==> src/rtl/ascon_ctrl_pkg.sv <==
// Shared definitions for the Ascon-128 encryption round sequencer:
// state encoding, round-count defaults, IV and round-constant helper.
package ascon_ctrl_pkg;

  localparam int ROUNDS_A_DEF = 12;
  localparam int ROUNDS_B_DEF = 6;
  localparam int RC_W_DEF     = 4;

  localparam logic [63:0] ASCON128_IV = 64'h80400c0600000000;

  typedef enum logic [3:0] {
    S_IDLE      = 4'd0,
    S_INIT_LOAD = 4'd1,
    S_INIT_PERM = 4'd2,
    S_INIT_KEY  = 4'd3,
    S_AD_XOR    = 4'd4,
    S_AD_PERM   = 4'd5,
    S_DOMSEP    = 4'd6,
    S_PT_XOR    = 4'd7,
    S_FIN_KEY   = 4'd8,
    S_FIN_PERM  = 4'd9,
    S_TAG       = 4'd10
  } ctrl_state_e;

  // Round constant byte for index i: high nibble 0xF-i, low nibble i.
  function automatic logic [7:0] round_const(input logic [3:0] idx);
    return {4'hF - idx, idx};
  endfunction

endpackage

==> src/rtl/ascon128_enc_ctrl_round_cnt.sv <==
// Loadable round-index up-counter; stops at LAST and clears to zero instead
// of wrapping, flagging the final round with tc.
module ascon_round_cnt #(
  parameter int RC_W = 4,
  parameter int LAST = 11
) (
  input  logic            clk,
  input  logic            rst,
  input  logic            load,
  input  logic [RC_W-1:0] load_val,
  input  logic            inc,
  output logic [RC_W-1:0] cnt,
  output logic            tc
);

  logic [RC_W-1:0] cnt_q;
  logic [RC_W-1:0] cnt_d;

  assign tc  = (cnt_q == RC_W'(LAST));
  assign cnt = cnt_q;

  always_comb begin
    cnt_d = cnt_q;
    if (load) begin
      cnt_d = load_val;
    end else if (inc) begin
      cnt_d = tc ? '0 : cnt_q + RC_W'(1);
    end
  end

  always_ff @(posedge clk) begin
    if (rst) begin
      cnt_q <= '0;
    end else begin
      cnt_q <= cnt_d;
    end
  end

endmodule

==> src/rtl/ascon128_enc_ctrl.sv <==
// Round-sequencing FSM for a one-round-per-cycle Ascon-128 single-block
// encryption datapath; all datapath controls are Moore-decoded.
module ascon128_enc_ctrl
  import ascon_ctrl_pkg::*;
#(
  parameter int ROUNDS_A = ROUNDS_A_DEF,
  parameter int ROUNDS_B = ROUNDS_B_DEF,
  parameter int RC_W     = RC_W_DEF
) (
  input  logic            CLK,
  input  logic            RST,
  input  logic            start,
  input  logic            has_ad,
  input  logic            out_ack,
  output logic            ready,
  output logic            busy,
  output logic            st_load,
  output logic            rnd_en,
  output logic [RC_W-1:0] rnd_idx,
  output logic            key_xor_init,
  output logic            ad_xor,
  output logic            dom_sep,
  output logic            pt_xor,
  output logic            c_valid,
  output logic            key_xor_fin,
  output logic            tag_valid
);

  localparam logic [RC_W-1:0] AD_FIRST = RC_W'(ROUNDS_A - ROUNDS_B);

  ctrl_state_e     state_q, state_d;
  logic            has_ad_q, has_ad_d;
  logic            cnt_load, cnt_inc, cnt_tc;
  logic [RC_W-1:0] cnt_load_val, cnt;

  ascon_round_cnt #(
    .RC_W (RC_W),
    .LAST (ROUNDS_A - 1)
  ) u_round_cnt (
    .clk      (CLK),
    .rst      (RST),
    .load     (cnt_load),
    .load_val (cnt_load_val),
    .inc      (cnt_inc),
    .cnt      (cnt),
    .tc       (cnt_tc)
  );

  always_comb begin
    state_d      = state_q;
    has_ad_d     = has_ad_q;
    cnt_load     = 1'b0;
    cnt_load_val = '0;
    cnt_inc      = 1'b0;
    unique case (state_q)
      S_IDLE: begin
        if (start) begin
          state_d  = S_INIT_LOAD;
          has_ad_d = has_ad;
        end
      end
      S_INIT_LOAD: begin
        state_d  = S_INIT_PERM;
        cnt_load = 1'b1;
      end
      S_INIT_PERM: begin
        cnt_inc = 1'b1;
        if (cnt_tc) state_d = S_INIT_KEY;
      end
      S_INIT_KEY: state_d = has_ad_q ? S_AD_XOR : S_DOMSEP;
      S_AD_XOR: begin
        state_d      = S_AD_PERM;
        cnt_load     = 1'b1;
        cnt_load_val = AD_FIRST;
      end
      S_AD_PERM: begin
        cnt_inc = 1'b1;
        if (cnt_tc) state_d = S_DOMSEP;
      end
      S_DOMSEP: state_d = S_PT_XOR;
      S_PT_XOR: state_d = S_FIN_KEY;
      S_FIN_KEY: begin
        state_d  = S_FIN_PERM;
        cnt_load = 1'b1;
      end
      S_FIN_PERM: begin
        cnt_inc = 1'b1;
        if (cnt_tc) state_d = S_TAG;
      end
      S_TAG: begin
        if (out_ack) state_d = S_IDLE;
      end
      default: state_d = S_IDLE;
    endcase
  end

  // Output decode depends only on registered state and counter.
  always_comb begin
    ready        = 1'b0;
    busy         = 1'b1;
    st_load      = 1'b0;
    rnd_en       = 1'b0;
    rnd_idx      = '0;
    key_xor_init = 1'b0;
    ad_xor       = 1'b0;
    dom_sep      = 1'b0;
    pt_xor       = 1'b0;
    c_valid      = 1'b0;
    key_xor_fin  = 1'b0;
    tag_valid    = 1'b0;
    unique case (state_q)
      S_IDLE: begin
        ready = 1'b1;
        busy  = 1'b0;
      end
      S_INIT_LOAD: st_load = 1'b1;
      S_INIT_PERM, S_AD_PERM, S_FIN_PERM: begin
        rnd_en  = 1'b1;
        rnd_idx = cnt;
      end
      S_INIT_KEY: key_xor_init = 1'b1;
      S_AD_XOR:   ad_xor       = 1'b1;
      S_DOMSEP:   dom_sep      = 1'b1;
      S_PT_XOR: begin
        pt_xor  = 1'b1;
        c_valid = 1'b1;
      end
      S_FIN_KEY: key_xor_fin = 1'b1;
      S_TAG:     tag_valid   = 1'b1;
      default: begin
        ready = 1'b0;
        busy  = 1'b0;
      end
    endcase
  end

  always_ff @(posedge CLK) begin
    if (RST) begin
      state_q  <= S_IDLE;
      has_ad_q <= 1'b0;
    end else begin
      state_q  <= state_d;
      has_ad_q <= has_ad_d;
    end
  end

endmodule

==> config.mk <==
export PLATFORM = sky130hd
export DESIGN_NAME = ascon128_enc_ctrl
export DESIGN_NICKNAME = d
export VERILOG_FILES = /design/src/rtl/ascon_ctrl_pkg.sv /design/src/rtl/ascon128_enc_ctrl_round_cnt.sv /design/src/rtl/ascon128_enc_ctrl.sv
export SDC_FILE = /design/constraint.sdc
export NUM_CORES = 1
export LEC_CHECK = 0
export CORE_MARGIN = 10
export CORE_UTILIZATION = 46
export DETAILED_ROUTE_END_ITERATION = 16
export HOLD_SLACK_MARGIN = 0.05
export PLACE_DENSITY = 0.77
export SLEW_MARGIN = 20
export SYNTH_ARGS = -nofsm -noshare
export SYNTH_HDL_FRONTEND = slang
export SYNTH_SLANG_ARGS = --single-unit
==> constraint.sdc <==
create_clock -name CLK -period 1.7 [get_ports CLK]
set_input_delay 0.34 -clock CLK [delete_from_list [all_inputs] [get_ports CLK]]
set_output_delay 0.34 -clock CLK [all_outputs]
set_load 0.005 [all_outputs]
==> results of run 1 <==
[layout make-up]
cell class                 count  share of cell area (%)
sequential                     9                    15.8
multi-input combinational     69                    44.7
inverter                       5                    1.75
clock buffer                   4                    2.16
timing repair buffer          50                    34.0
tap                           16                    1.64
[kinds of logic after synthesis]
logic type,Yosys count,synth area share (%)
simple gates,44,38.9
buf+inv,13,8.73
compound gates,20,20.1
mux,2,2.97
fa+ha+maj,1,1.74
flops,9,25.1
xor+xnor,2,2.44
[sequential cells by signal, indices dropped and copies added (netlist names)]
name / count
has_ad_q: 1
u_round_cnt.cnt: 4
state_q: 4
[metrics by stage]
step / setup TNS, ns / utilization [%] / power [µW] / instance area, µm² / hold WS (ns)
after CTS: -0.862 / 76.9 / 1930 / 1140 / 0.461
after global routing: -1.25 / 81.8 / 2270 / 1220 / 0.483
after detailed placement: -1.48 / 70.9 / 1620 / 1060 / 0.450
after global placement: -1.17 / 70.9 / 1580 / 1060 / 0.447
after floorplan: 0 / - / 1030 / 717 / 0.437
final: -0.685 / 81.8 / 2130 / 1220 / 0.461
[timing repair]
item | in CTS | in global routing
pin swaps | 5 | 6
endpoints found under the setup margin | 15 | 14
gates resized for setup | 60 | 20
cloned | 0 | 0
buffers inserted | 3 | 6
[worst max-delay path, stage by stage (launching register included)]
cell,delay (ns)
dfxtp_4,0.39
and4bb_4,0.25
nor3_4,0.24
buf_6,0.14
inv_4,0.04
and2_4,0.14
buf_6,0.10
[power by group through the flow]
stage          Clock [µW]  Sequential, µW  Combinational (µW)
6_report              179             384                1570
5_1_grt               192             398                1680
4_1_cts               180             376                1380
3_5_place_dp            0             362                1250
3_3_place_gp            0             357                1220
2_1_floorplan           0             336                 698
[Yosys cell counts, drive strengths merged (3+ instances only)]
cell type  instances
nand3b             3
nor2              10
buf                6
a21oi              6
nand2              6
dfxtp              9
and2               3
nand2b             3
inv                5
nand3              3
nor3               6
o21ai              4
[worst min-delay path by stage]
| stage | from | endpoint | depth (start not counted) |
|---|---|---|---|
| after floorplan | has_ad_q | has_ad_q | 2 |
| after global placement | has_ad_q | has_ad_q | 2 |
| after detailed placement | has_ad_q | has_ad_q | 2 |
| after CTS | has_ad_q | has_ad_q | 2 |
| after global routing | has_ad_q | has_ad_q | 2 |
| final | has_ad_q | has_ad_q | 2 |
[metal layers]
layer | global-route usage (%) | part of all wire [%] | up-vias
met5 | 0 | 0 | -
met1 | 13.1 | 40 | 408
met3 | 4.72 | 6.8 | 10
li1 | - | - | 420
met4 | 6.89 | 2.5 | 0
met2 | 22.7 | 50 | 33
==> flow_summary.yaml, run 1 <==
route:
  antenna_left: 0
  initialDrtViolationCount: 16
  drc: 0
  totalWireLength_um: 2540
  wire_per_inst_um: 16.6
  post_drt_via_cell_ratio: 5.69
  via_count: 871
  first_pass_iters: 4
synth:
  syn-mean-instance-area_um2: 7.88
  syn_area_um2: 717
  yosys_register_bits: 9
  synth_cell_types: 39
  synth_edf_count: 0
  synthTopCellsByArea: "dfxtp_1, nor2_1, a21oi_1"
  synth_cells: 91
  yosysSeqAreaShare_pct: 25.1
  async_reset_ff_share_pct: 0
  yosys_warnings: 0
  ys.flop_type: "dfxtp_1"
  syn_nets: 97
  synth.top_cell.area_share_pct: 25.1
  synth_area_leader_cell: "dfxtp_1"
cells_and_area:
  syn_to_final_growth_pct: 70.0
  final_cell_mix: "buf_4, nor2_1, buf_6, a21oi_1"
  fin_cells: 153
  diodes: 0
  n_fill_cell: 92
  mostFrequentLayoutCell: "buf_4"
  regArea_um2: 193
  final_nets: 144
  multiInputGateArea_um2: 544
  final_layout_size_suffix_gt1_share_pct: 50.4
critical_path:
  path_max_fanout: 6
  worstPathArrival_ns: 1.57
  crit_path_end_kind: "primary output"
  path_class: "reg -> out"
  crit_path_start_kind: "flip-flop"
  r2r-end: "u_round_cnt.cnt[3]"
  required_ns: 1.36
  reg2reg_slack_ns: 0.04
  r2r-start: "state_q[2]"
  crit_path_start: "state_q[3]"
  worstRegToRegCells: 6
  crit_end: "rnd_idx[0]"
clock_tree:
  cts_max_level: 1
  clockBufferDepth: 2
  clkSlewWorstSetupHoldPaths_ns: 0.07
  cts_buffers: 3
  clock_sinks: 9
  clkLatencyLatePin_ns: 0.27
  ctsHoldBuffers: 0
  clockRootBuffer: "clkbuf_4"
  cts_tree: "yes"
power_and_ir_drop:
  worst_ir_drop_vdd_uv: 1230
  switching_power_uw: 890
  intPower_uw: 1240
  power_frac_clock_pct: 8.4
  sw_frac_of_total_pct: 41.7
  power_leakage_uw: 0.000543
  power-per-cell-area_mw_per_mm2: 1750
  combPwrFrac_pct: 73.6
  seq_power_share_pct: 18.0
grt:
  gr-usage-all-layers_pct: 13.0
  first_global_vias: 802
  antenna_found_initial: 0
  gr-total-overflow: 0
  grt_pass1_wl_um: 3630
  grt_start_max_net_pins: 14
timing:
  tightestPinTransition_ns: 0.348
  setup_ws_ns: -0.207
  rsz0062_at_grt: "true"
  fmax_ghz: 0.524
  min_period_over_period_pct: 112
  finalSetupViolations: 5
  hold_viol: 0
  clock-skew-final_ns: 0.00670
  min_period_ns: 1.91
  maxSlewHeadroom_pct: 76.7
  maxSlewViolCount: 0
die:
  die-area_mm2: 0.00354
  rows: 14
  die-height_um: 59.5
  coreArea_mm2: 0.00149
  die_x_um: 59.5
  pin_count: 20
  start_util_pct: 48.2
placement:
  dp_worst_setup_slack_ns: -0.194
  port_buffers: 19
  dp_hpwl_um: 1590
  place_congestion: 0.811
  place_inst: 141
run_status:
  violations: "negative setup slack"
  status: "finished with violations"
worst_hold_path:
  hold_class: "reg -> reg"
job:
  maxCapViolations: 0
(Power assumes the default switching activity.)
==> inputs of run 2 (changes only) <==
Settings changed: ABC_CLOCK_PERIOD_IN_PS from default to 1700, CORE_MARGIN 10 to 1.
==> run 2 against run 1 <==
  * Clock skew decreased by 0.0056 ns
  * The run still ends with negative setup slack left
  * Flip-flop and latch count is the same
  * Clock power is 4% higher
  * Maximum frequency is 5.0% higher
  * Setup slack improved by 0.090 ns
  * Count of clock-buffer cells in the layout unchanged
  * Combinational power is 3% higher
  * Critical path depth shrank 1
  * Wire length down 4.1%
  * Utilization is 5.0 points higher
  * Die area down 51%
  * Global-route usage increased by 14 points
==> flow_summary.yaml, run 2 (synthesis results as in run 1) <==
route:
  post_drt_via_cell_ratio: 5.68
  totalWireLength_um: 2440
  drc: 0
  wire_per_inst_um: 16.2
  antenna_left: 0
  initialDrtViolationCount: 12
  first_pass_iters: 4
  via_count: 858
timing:
  maxSlewHeadroom_pct: 76.0
  tightestPinTransition_ns: 0.359
  rsz0062_at_grt: "true"
  hold_viol: 0
  finalSetupViolations: 7
  fmax_ghz: 0.550
  min_period_over_period_pct: 107
  clock-skew-final_ns: 0.00110
  min_period_ns: 1.82
  setup_ws_ns: -0.117
  maxSlewViolCount: 0
cells_and_area:
  n_fill_cell: 75
  fin_cells: 151
  final_cell_mix: "buf_4, clkbuf_2, nand2_1, nor2_1"
  regArea_um2: 195
  diodes: 0
  multiInputGateArea_um2: 553
  final_nets: 143
  mostFrequentLayoutCell: "buf_4"
  syn_to_final_growth_pct: 67.5
  final_layout_size_suffix_gt1_share_pct: 51.5
power_and_ir_drop:
  combPwrFrac_pct: 73.2
  switching_power_uw: 950
  worst_ir_drop_vdd_uv: 1460
  power-per-cell-area_mw_per_mm2: 1850
  intPower_uw: 1270
  power_frac_clock_pct: 8.4
  total_power_uw: 2220
  sw_frac_of_total_pct: 42.8
  power_leakage_uw: 0.000538
  seq_power_share_pct: 18.4
placement:
  dp_hpwl_um: 1360
  place_congestion: 0.762
  port_buffers: 19
  place_inst: 136
critical_path:
  path_class: "reg -> out"
  worstPathArrival_ns: 1.48
  path_max_fanout: 6
  crit_path_start: "state_q[1]"
  crit_path_start_kind: "flip-flop"
  worstRegToRegCells: 6
  required_ns: 1.36
  r2r-start: "state_q[1]"
  crit_path_end_kind: "primary output"
die:
  coreArea_mm2: 0.00138
  rows: 13
  die_x_um: 41.5
  die-height_um: 41.5
  start_util_pct: 51.9
  pin_count: 20
  die-area_mm2: 0.00172
run_status:
  violations: "negative setup slack"
  status: "finished with violations"
clock_tree:
  clkSlewWorstSetupHoldPaths_ns: 0.07
  cts_tree: "yes"
  ctsHoldBuffers: 0
  clockRootBuffer: "clkbuf_4"
  clockBufferDepth: 2
  clock_sinks: 9
  clkLatencyLatePin_ns: 0.27
  cts_buffers: 3
  cts_max_level: 1
job:
  maxCapViolations: 0
grt:
  first_global_vias: 757
  gr-total-overflow: 0
  gr-usage-all-layers_pct: 27.4
  antenna_found_initial: 0
  grt_pass1_wl_um: 3590
  grt_start_max_net_pins: 13
worst_hold_path:
  min-delay-start: "has_ad_q"
  hold_class: "reg -> reg"
  hold_depth: 2
## run 2: cell count changes in the layout (fill, tap and decap cells not counted), sizes merged
cell	previous run	this run
buf	38	35
clkbuf	7	11
clkdlybuf4s15	4	1
dlygate4sd2	1	2
## run 2: critical path, stage by stage (launching register included)
cell and delay (ns):
dfxtp_4 0.39, and4bb_2 0.28, nor3_4 0.19, buf_4 0.18
nor2_4 0.04, buf_2 0.12
## run 2: stage by stage
stage / setup TNS, ns / instance area [µm²] / hold slack [ns] / worst slack (ns) / utilization [%]
floorplan: 0 / 717 / 0.437 / 0.155 / -
global placement: -1.11 / 1020 / 0.448 / -0.171 / 74.1
detailed placement: -1.73 / 1020 / 0.465 / -0.209 / 74.1
CTS: -0.452 / 1130 / 0.476 / -0.141 / 81.9
global route: -1.20 / 1200 / 0.524 / -0.164 / 86.9
finish: -0.539 / 1200 / 0.487 / -0.117 / 86.9
## run 2: final timing paths
kind,to,slack (ns)
worst max-delay path,rnd_idx[2],-0.12
worst min-delay path,has_ad_q,0.49
worst max register to register,state_q[3],-0.05
worst min register to register,has_ad_q,0.49
## run 2: area by class of cell
cell class                 instances  share of cell area [%]
multi-input combinational         69                    46.0
timing repair buffer              49                    32.2
sequential                         9                    16.3
clock buffer                       4                    2.19
inverter                           5                    1.77
tap                               15                    1.56
## run 2: per-layer routing
layer	track usage (%)	wire [µm]	vias to the layer above	part of all wire, %
li1	-	-	418	-
met1	33.6	1060	410	43
met2	46.3	1250	23	51
met3	5.22	80	7	3.3
met4	11.6	53	0	2.2
met5	0	0	-	0
## run 2: timing repair
action                                  in CTS  in global routing
setup buffers                                5                  9
endpoints found under the setup margin      15                 14
pin swaps                                    4                 11
resized for setup                           53                 31
## run 2: power by group through the flow
stage | Clock [µW] | Sequential (µW) | Combinational, µW
2_1_floorplan | 0 | 336 | 698
3_3_place_gp | 0 | 355 | 1200
3_5_place_dp | 0 | 369 | 1220
4_1_cts | 181 | 405 | 1310
5_1_grt | 199 | 416 | 1740
6_report | 186 | 409 | 1620
==> inputs of run 3 (changes only) <==
Settings changed: CAP_MARGIN from default to 20, SYNTH_HIERARCHICAL from default to 1.
==> run 3 against run 2 <==
  * Largest cell class unchanged
  * Count of clock-buffer cells in the layout fell by 1
  * First-iteration DRC count rose to 3.2 times the previous value
  * The flow still finishes with violations (negative setup slack)
  * Sequential power fell by 21%
  * Clock skew rose by 0.0086 ns
  * Critical path depth did not move
  * Cell count rose by 3.3%
==> flow_summary.yaml, run 3 <==
route:
  drc: 0
  totalWireLength_um: 2790
  first_pass_iters: 4
  initialDrtViolationCount: 38
  post_drt_via_cell_ratio: 5.87
  via_count: 915
  wire_per_inst_um: 17.9
  antenna_left: 0
clock_tree:
  clkLatencyLatePin_ns: 0.27
  clock_sinks: 9
  ctsHoldBuffers: 0
  cts_max_level: 1
  clockRootBuffer: "clkbuf_4"
  cts_buffers: 3
  clockBufferDepth: 2
  clkSlewWorstSetupHoldPaths_ns: 0.06
  cts_tree: "yes"
synth:
  synth_edf_count: 0
  syn-mean-instance-area_um2: 7.61
  synth_common_cells: "dfxtp_1, nor2_1, inv_1"
  yosysSeqAreaShare_pct: 25.4
  yosys_warnings: 6
  syn_area_um2: 708
  synth_cells: 93
  async_reset_ff_share_pct: 0
  synth_area_leader_cell: "dfxtp_1"
  synthTopCellsByArea: "dfxtp_1, a21oi_1, nor2_1"
  ys.flop_type: "dfxtp_1"
  synth_cell_types: 39
  yosys_register_bits: 9
  synth.top_cell.area_share_pct: 25.4
grt:
  gr-total-overflow: 0
  grt_start_max_net_pins: 15
  first_global_vias: 759
  gr-usage-all-layers_pct: 32.7
  grt_pass1_wl_um: 3480
  antenna_found_initial: 0
cells_and_area:
  n_fill_cell: 53
  final_layout_size_suffix_gt1_share_pct: 53.2
  mostFrequentLayoutCell: "buf_4"
  final_cell_mix: "buf_4, buf_6, buf_2, nor2_1"
  final_nets: 148
  postLayoutCoreUtil_pct: 93.4
  syn_to_final_growth_pct: 80.2
  diodes: 0
placement:
  place_congestion: 0.810
  dp_hpwl_um: 1390
  port_buffers: 19
  dp_worst_setup_slack_ns: -0.303
power_and_ir_drop:
  worst_ir_drop_vdd_uv: 1140
  power_leakage_uw: 0.000578
  power-per-cell-area_mw_per_mm2: 1280
critical_path:
  worstRegToRegCells: 8
  r2r-end: "u_round_cnt/cnt[1]"
  path_class: "reg -> out"
  required_ns: 1.36
  crit_path_start_kind: "flip-flop"
  worstPathArrival_ns: 1.71
  reg2reg_slack_ns: -0.22
  crit_path_end_kind: "primary output"
  path_max_fanout: 3
  r2r-start: "state_q[1]"
die:
  die_x_um: 41.2
  coreArea_mm2: 0.00137
  pin_count: 20
  die-area_mm2: 0.00170
  start_util_pct: 51.8
  die-height_um: 41.2
  rows: 13
worst_hold_path:
  hold_depth: 2
  min_to: "has_ad_q"
  hold_class: "reg -> reg"
  min-delay-start: "has_ad_q"
timing:
  fin_hold_ws_ns: 0.488
  fmax_ghz: 0.489
  min_period_ns: 2.05
  timing.setup.tns_ns: -2.63
  min_period_over_period_pct: 120
  maxSlewViolCount: 0
  rsz0062_at_grt: "true"
  clock-skew-final_ns: 0.00966
  hold_viol: 0
  setup_ws_ns: -0.347
  finalSetupViolations: 14
run_status:
  violations: "negative setup slack"
  status: "finished with violations"
job:
  maxCapViolations: 0
## run 3: changes by cell type in the layout (fill, tap and decap cells not counted), sizes merged, moves of 3 or more
cell    change
inv         +3
nor2b       +3
buf         +5
clkbuf      -4
and2        -3
## run 3: cell families after synthesis
logic type                 Yosys count  synth area share, %
xor gates and xnor gates             2                 2.47
muxes                                3                 4.42
adders and majority gates            1                 1.77
and+or+nand+nor                     42                 33.4
other                                1                0.530
DFF                                  9                 25.4
buffers and inverters               14                 10.6
AOI/OAI and AO/OA                   21                 21.4
## run 3: how the worst max path moves through the flow
stage,startpoint,endpoint,slack (ns),depth (start not counted)
after CTS,state_q[2],rnd_idx[1],-0.31,5
final,state_q[1],rnd_idx[2],-0.35,5
after global routing,state_q[1],rnd_idx[2],-0.39,5
after floorplan,state_q[3],u_round_cnt/cnt[1],0.01,6
after global placement,state_q[3],rnd_idx[2],-0.28,4
after detailed placement,state_q[3],rnd_idx[1],-0.30,4
## run 3: power by group
part | internal [µW] | total, µW | switching, µW
clock network | 87.0 | 177 | 90.0
logic | 634 | 1130 | 493
registers | 264 | 324 | 60.0
## run 3: through the flow
| stage | cells | power, µW | cell area (µm²) |
|---|---|---|---|
| after floorplan | 94 | 696 | 712 |
| after global placement | 140 | 1000 | 1010 |
| after detailed placement | 140 | 1020 | 1010 |
| after CTS | 154 | 1410 | 1210 |
| after global routing | 156 | 1700 | 1280 |
| final | 156 | 1630 | 1280 |
## run 3: cell type report
class / instances / area [µm²] / area share, %
Multi-Input combinational cell: 71 / 591 / 46.3
Timing Repair Buffer: 49 / 422 / 33.0
Sequential cell: 9 / 185 / 14.5
Inverter: 8 / 32.5 / 2.55
Clock buffer: 3 / 22.5 / 1.76
Tap cell: 15 / 18.8 / 1.47
Clock inverter: 1 / 5.00 / 0.392
## run 3: what timing repair did
action / CTS / global route
setup endpoints to repair: 19 / 21
pin swaps: 6 / 4
gates resized for setup: 75 / 26
setup buffers: 10 / 3
## run 3: routing by layer
layer	part of all wire, %	wire, µm	vias to the layer above	global-route usage, %
met5	0	0	-	0
met1	41	1160	434	39.0
met2	50	1390	50	53.9
met3	7.3	203	6	10.9
li1	-	-	425	-
met4	1.4	40	0	12.1
## run 3: critical path, stage by stage (launching register included)
cell and delay [ns]:
dfxtp_1 0.38, or4b_4 0.48, o211a_4 0.17, buf_6 0.11, and2b_1 0.18, buf_2 0.12
==> patch 1, RTL diff (config.mk and constraints of run 2) <==
Set the package constant `RC_W_DEF` to 5 (it was 4).
--- a/src/rtl/ascon_ctrl_pkg.sv
+++ b/src/rtl/ascon_ctrl_pkg.sv
@@ -4,7 +4,7 @@
 
   localparam int ROUNDS_A_DEF = 12;
   localparam int ROUNDS_B_DEF = 6;
-  localparam int RC_W_DEF     = 4;
+  localparam int RC_W_DEF     = 5;
 
   localparam logic [63:0] ASCON128_IV = 64'h80400c0600000000;
 
Ports: changed (resized rnd_idx); port bits go from 20 to 21. No check against the original RTL was run, so the function may have changed too.
==> patch 1 against run 2 <==
- total power fell by 33%
- synthesized area rose by 6.5%
- routed wire length rose by 48%
- sequential cell count rose by 1
- the flow still finishes with violations (negative setup slack)
- clock power rose by 28%
- critical path type unchanged
- final area rose by 14%
- via count rose by 34%
- setup slack got worse by 200 ps
- sequential share of layout area fell by 1.1 points
==> patch 1: results <==
export IMPL_status="finished with violations"
export IMPL_violations="negative setup slack"
export IMPL_setup_ws_ps=-322
export IMPL_p_sw_frac=0.396
export IMPL_dp_slack_ps=-405
export IMPL_drive_gt1_frac=0.522
export IMPL_final_setup_tns_ps=-2830
export IMPL_fin_cells=177
export IMPL_cp_arrival_ps=1680
export IMPL_ir_drop_uv=735
export IMPL_grt_max_degree=14
export IMPL_crit_slowest_cell="or4b_4"
export IMPL_wire_per_inst_um=20.5
export IMPL_yosys_top_cells_area="dfxtp_1 26%, nor2_1 6.4%, o21ai_0 5.9%, nor2b_1 5.7%, nand2b_1 4.9%"
export IMPL_max_stage_delay_ps=560
export IMPL_synthArstFlopShare=0
export IMPL_synth_top_cells_by_count="13 x nor2_1, 10 x dfxtp_1, 9 x o21ai_0"
export IMPL_gp_congestion=0.783
export IMPL_clock_skew_ps=8.66
export IMPL_seq_area_frac_synth=0.262
export IMPL_slew_headroom=0.807
export IMPL_cts_root_buf="clkbuf_4"
export IMPL_dp_cells=150
export IMPL_ys_types=36
export IMPL_drt_iter0_drc=66
export IMPL_dpl_cell_area_sq_mm=0.00105
export IMPL_layout_nets=168
export IMPL_ys_warn_count=0
export IMPL_critPathMaxFanout=5
export IMPL_first_global_vias=959
export IMPL_place_port_buffers=20
export IMPL_avgSynthCellArea_sq_um=7.13
export IMPL_postCtsResizedCells=76
export IMPL_hpwl_um=1490
export IMPL_setup_violations_final=17
export IMPL_routed_via_density=6.51
export IMPL_syn_nets=113
export IMPL_clkLatencyLatePin_ps=290
export IMPL_power_leakage_nw=0.600
export IMPL_grt_pass1_wl_um=4610
patch 1: cell types whose count changed in the layout (fill, tap and decap cells not counted), sizes merged, moves of 3 or more:
cell	delta
nor2	+3
a31oi	+3
nand2b	+3
and2	-3
nand3b	-3
clkbuf	-3
buf	+14
o21ai	+5
nor2b	+7
patch 1: power by group through the flow:
stage | Sequential, mW | Clock, mW | Combinational (mW)
final | 0.323 | 0.238 | 0.936
after global routing | 0.327 | 0.249 | 0.980
after CTS | 0.310 | 0.236 | 0.715
after detailed placement | 0.311 | 0 | 0.545
after global placement | 0.310 | 0 | 0.539
after floorplan | 0.304 | 0 | 0.318
patch 1: cell type report:
class / instances / area, sq um
Sequential cell: 10 / 208
Inverter: 4 / 17.5
Multi-Input combinational cell: 86 / 634
Tap cell: 16 / 20.0
Fill cell: 68 / 155
Clock buffer: 4 / 36.3
Timing Repair Buffer: 57 / 453
patch 1: final timing paths:
check,start,endpoint,slack [ps],cells after the start
setup / recovery,state_q[2]$_SDFFE_PP0P_,rnd_idx[4],-320,5
hold / removal,has_ad_q$_SDFFE_PP0P_,has_ad_q$_SDFFE_PP0P_,460,2
setup reg to reg,state_q[2]$_SDFFE_PP0P_,u_round_cnt.cnt[0]$_SDFFE_PP0P_,-320,7
hold reg to reg,has_ad_q$_SDFFE_PP0P_,has_ad_q$_SDFFE_PP0P_,460,2
patch 1: routing by layer:
metal  global-route usage  routed length (um)  up-vias
li1                     -                   -      494
met1                0.417                1360      535
met2                0.573                1720      101
met3                0.111                 383       22
met4                0.113                 152        0
met5                    0                   0        -
patch 1: cells by family after synthesis:
kind of cell,count (synthesis),share of synthesized area
xor gates and xnor gates,3,0.0344
AOI/OAI and AO/OA,29,0.246
and+or+nand+nor,52,0.361
adders and majority gates,1,0.0164
buffers and inverters,12,0.0803
DFF,10,0.262
==> patch 2, RTL diff (config.mk and constraints of run 2) <==
Without the edit above. Encoding of `ctrl_state_e`: now one-hot (11 bits for 11 states).
--- a/src/rtl/ascon_ctrl_pkg.sv
+++ b/src/rtl/ascon_ctrl_pkg.sv
@@ -8,18 +8,18 @@
 
   localparam logic [63:0] ASCON128_IV = 64'h80400c0600000000;
 
-  typedef enum logic [3:0] {
-    S_IDLE      = 4'd0,
-    S_INIT_LOAD = 4'd1,
-    S_INIT_PERM = 4'd2,
-    S_INIT_KEY  = 4'd3,
-    S_AD_XOR    = 4'd4,
-    S_AD_PERM   = 4'd5,
-    S_DOMSEP    = 4'd6,
-    S_PT_XOR    = 4'd7,
-    S_FIN_KEY   = 4'd8,
-    S_FIN_PERM  = 4'd9,
-    S_TAG       = 4'd10
+  typedef enum logic [10:0] {
+    S_IDLE      = 11'b00000000001,
+    S_INIT_LOAD = 11'b00000000010,
+    S_INIT_PERM = 11'b00000000100,
+    S_INIT_KEY  = 11'b00000001000,
+    S_AD_XOR    = 11'b00000010000,
+    S_AD_PERM   = 11'b00000100000,
+    S_DOMSEP    = 11'b00001000000,
+    S_PT_XOR    = 11'b00010000000,
+    S_FIN_KEY   = 11'b00100000000,
+    S_FIN_PERM  = 11'b01000000000,
+    S_TAG       = 11'b10000000000
   } ctrl_state_e;
 
   // Round constant byte for index i: high nibble 0xF-i, low nibble i.
Behaviour: same outputs for any inputs over 10 cycles, from zero or initial values and one cycle with RST high; not proved beyond that.
==> patch 2 against run 2 <==
- the run now fails in global routing (5_1_grt)
- synthesized area grew 40%
==> patch 2: results <==
export IMPL_status="stopped before the end"
export IMPL_stop_stage="global routing (5_1_grt)"
export IMPL_error="[ERROR DPL-0038] Utilization greater than 100%, impossible to legalize"
export IMPL_synthMuxAreaShare=0.0410
export IMPL_synth_adder_area_share=0.0124
export IMPL_yosys_top_cells_area="dfxtp_1 32%, nor2_1 4.5%, and2_1 4.4%, nand4_1 4.4%, a21oi_1 4.0%"
export IMPL_hpwl_um=2490
export IMPL_gp_congestion=0.943
export IMPL_seq_area_frac_synth=0.318
export IMPL_ys_warn_count=0
export IMPL_syn_nets=129
export IMPL_crit_endpoint="busy"
export IMPL_synth_top_cells_by_count="16 x dfxtp_1, 12 x nor2_1, 8 x a21oi_1, 8 x inv_1, 8 x o21ai_0"
export IMPL_place_port_buffers=19
export IMPL_cts_buffers=3
export IMPL_postSynthRegisterBits=16
export IMPL_htreeDepth=1
export IMPL_cts_root_buf="clkbuf_4"
export IMPL_grt_max_degree=10
export IMPL_synthArstFlopShare=0
export IMPL_synth_compound_area_frac=0.150
export IMPL_clockBufferDepth=2
export IMPL_worst_ep_kind="output port"
export IMPL_synthXorXnorAreaFrac=0.0174
export IMPL_ys_types=41
==> patch 2: repair_timing <==
action                                  4_1_cts
gates cloned                                  0
gates resized for setup                     120
setup buffers                                16
endpoints found under the setup margin       27
pin swaps                                    23
==> patch 2: stage by stage <==
stage	cell area (sq um)	instances	TNS, ps	setup slack [ps]
after floorplan	1020	123	-51.1	-51.1
after global placement	1490	203	-7080	-523
after detailed placement	1490	203	-7110	-523
after CTS	1810	222	-4240	-507
==> patch 2: cell families after synthesis <==
logic type | Yosys count
AND/OR/NAND/NOR | 61
AO/OA/AOI/OAI | 25
flip-flops | 16
buffers and inverters | 14
multiplexers | 4
XOR/XNOR | 2
adder cells (fa/ha/maj) | 1
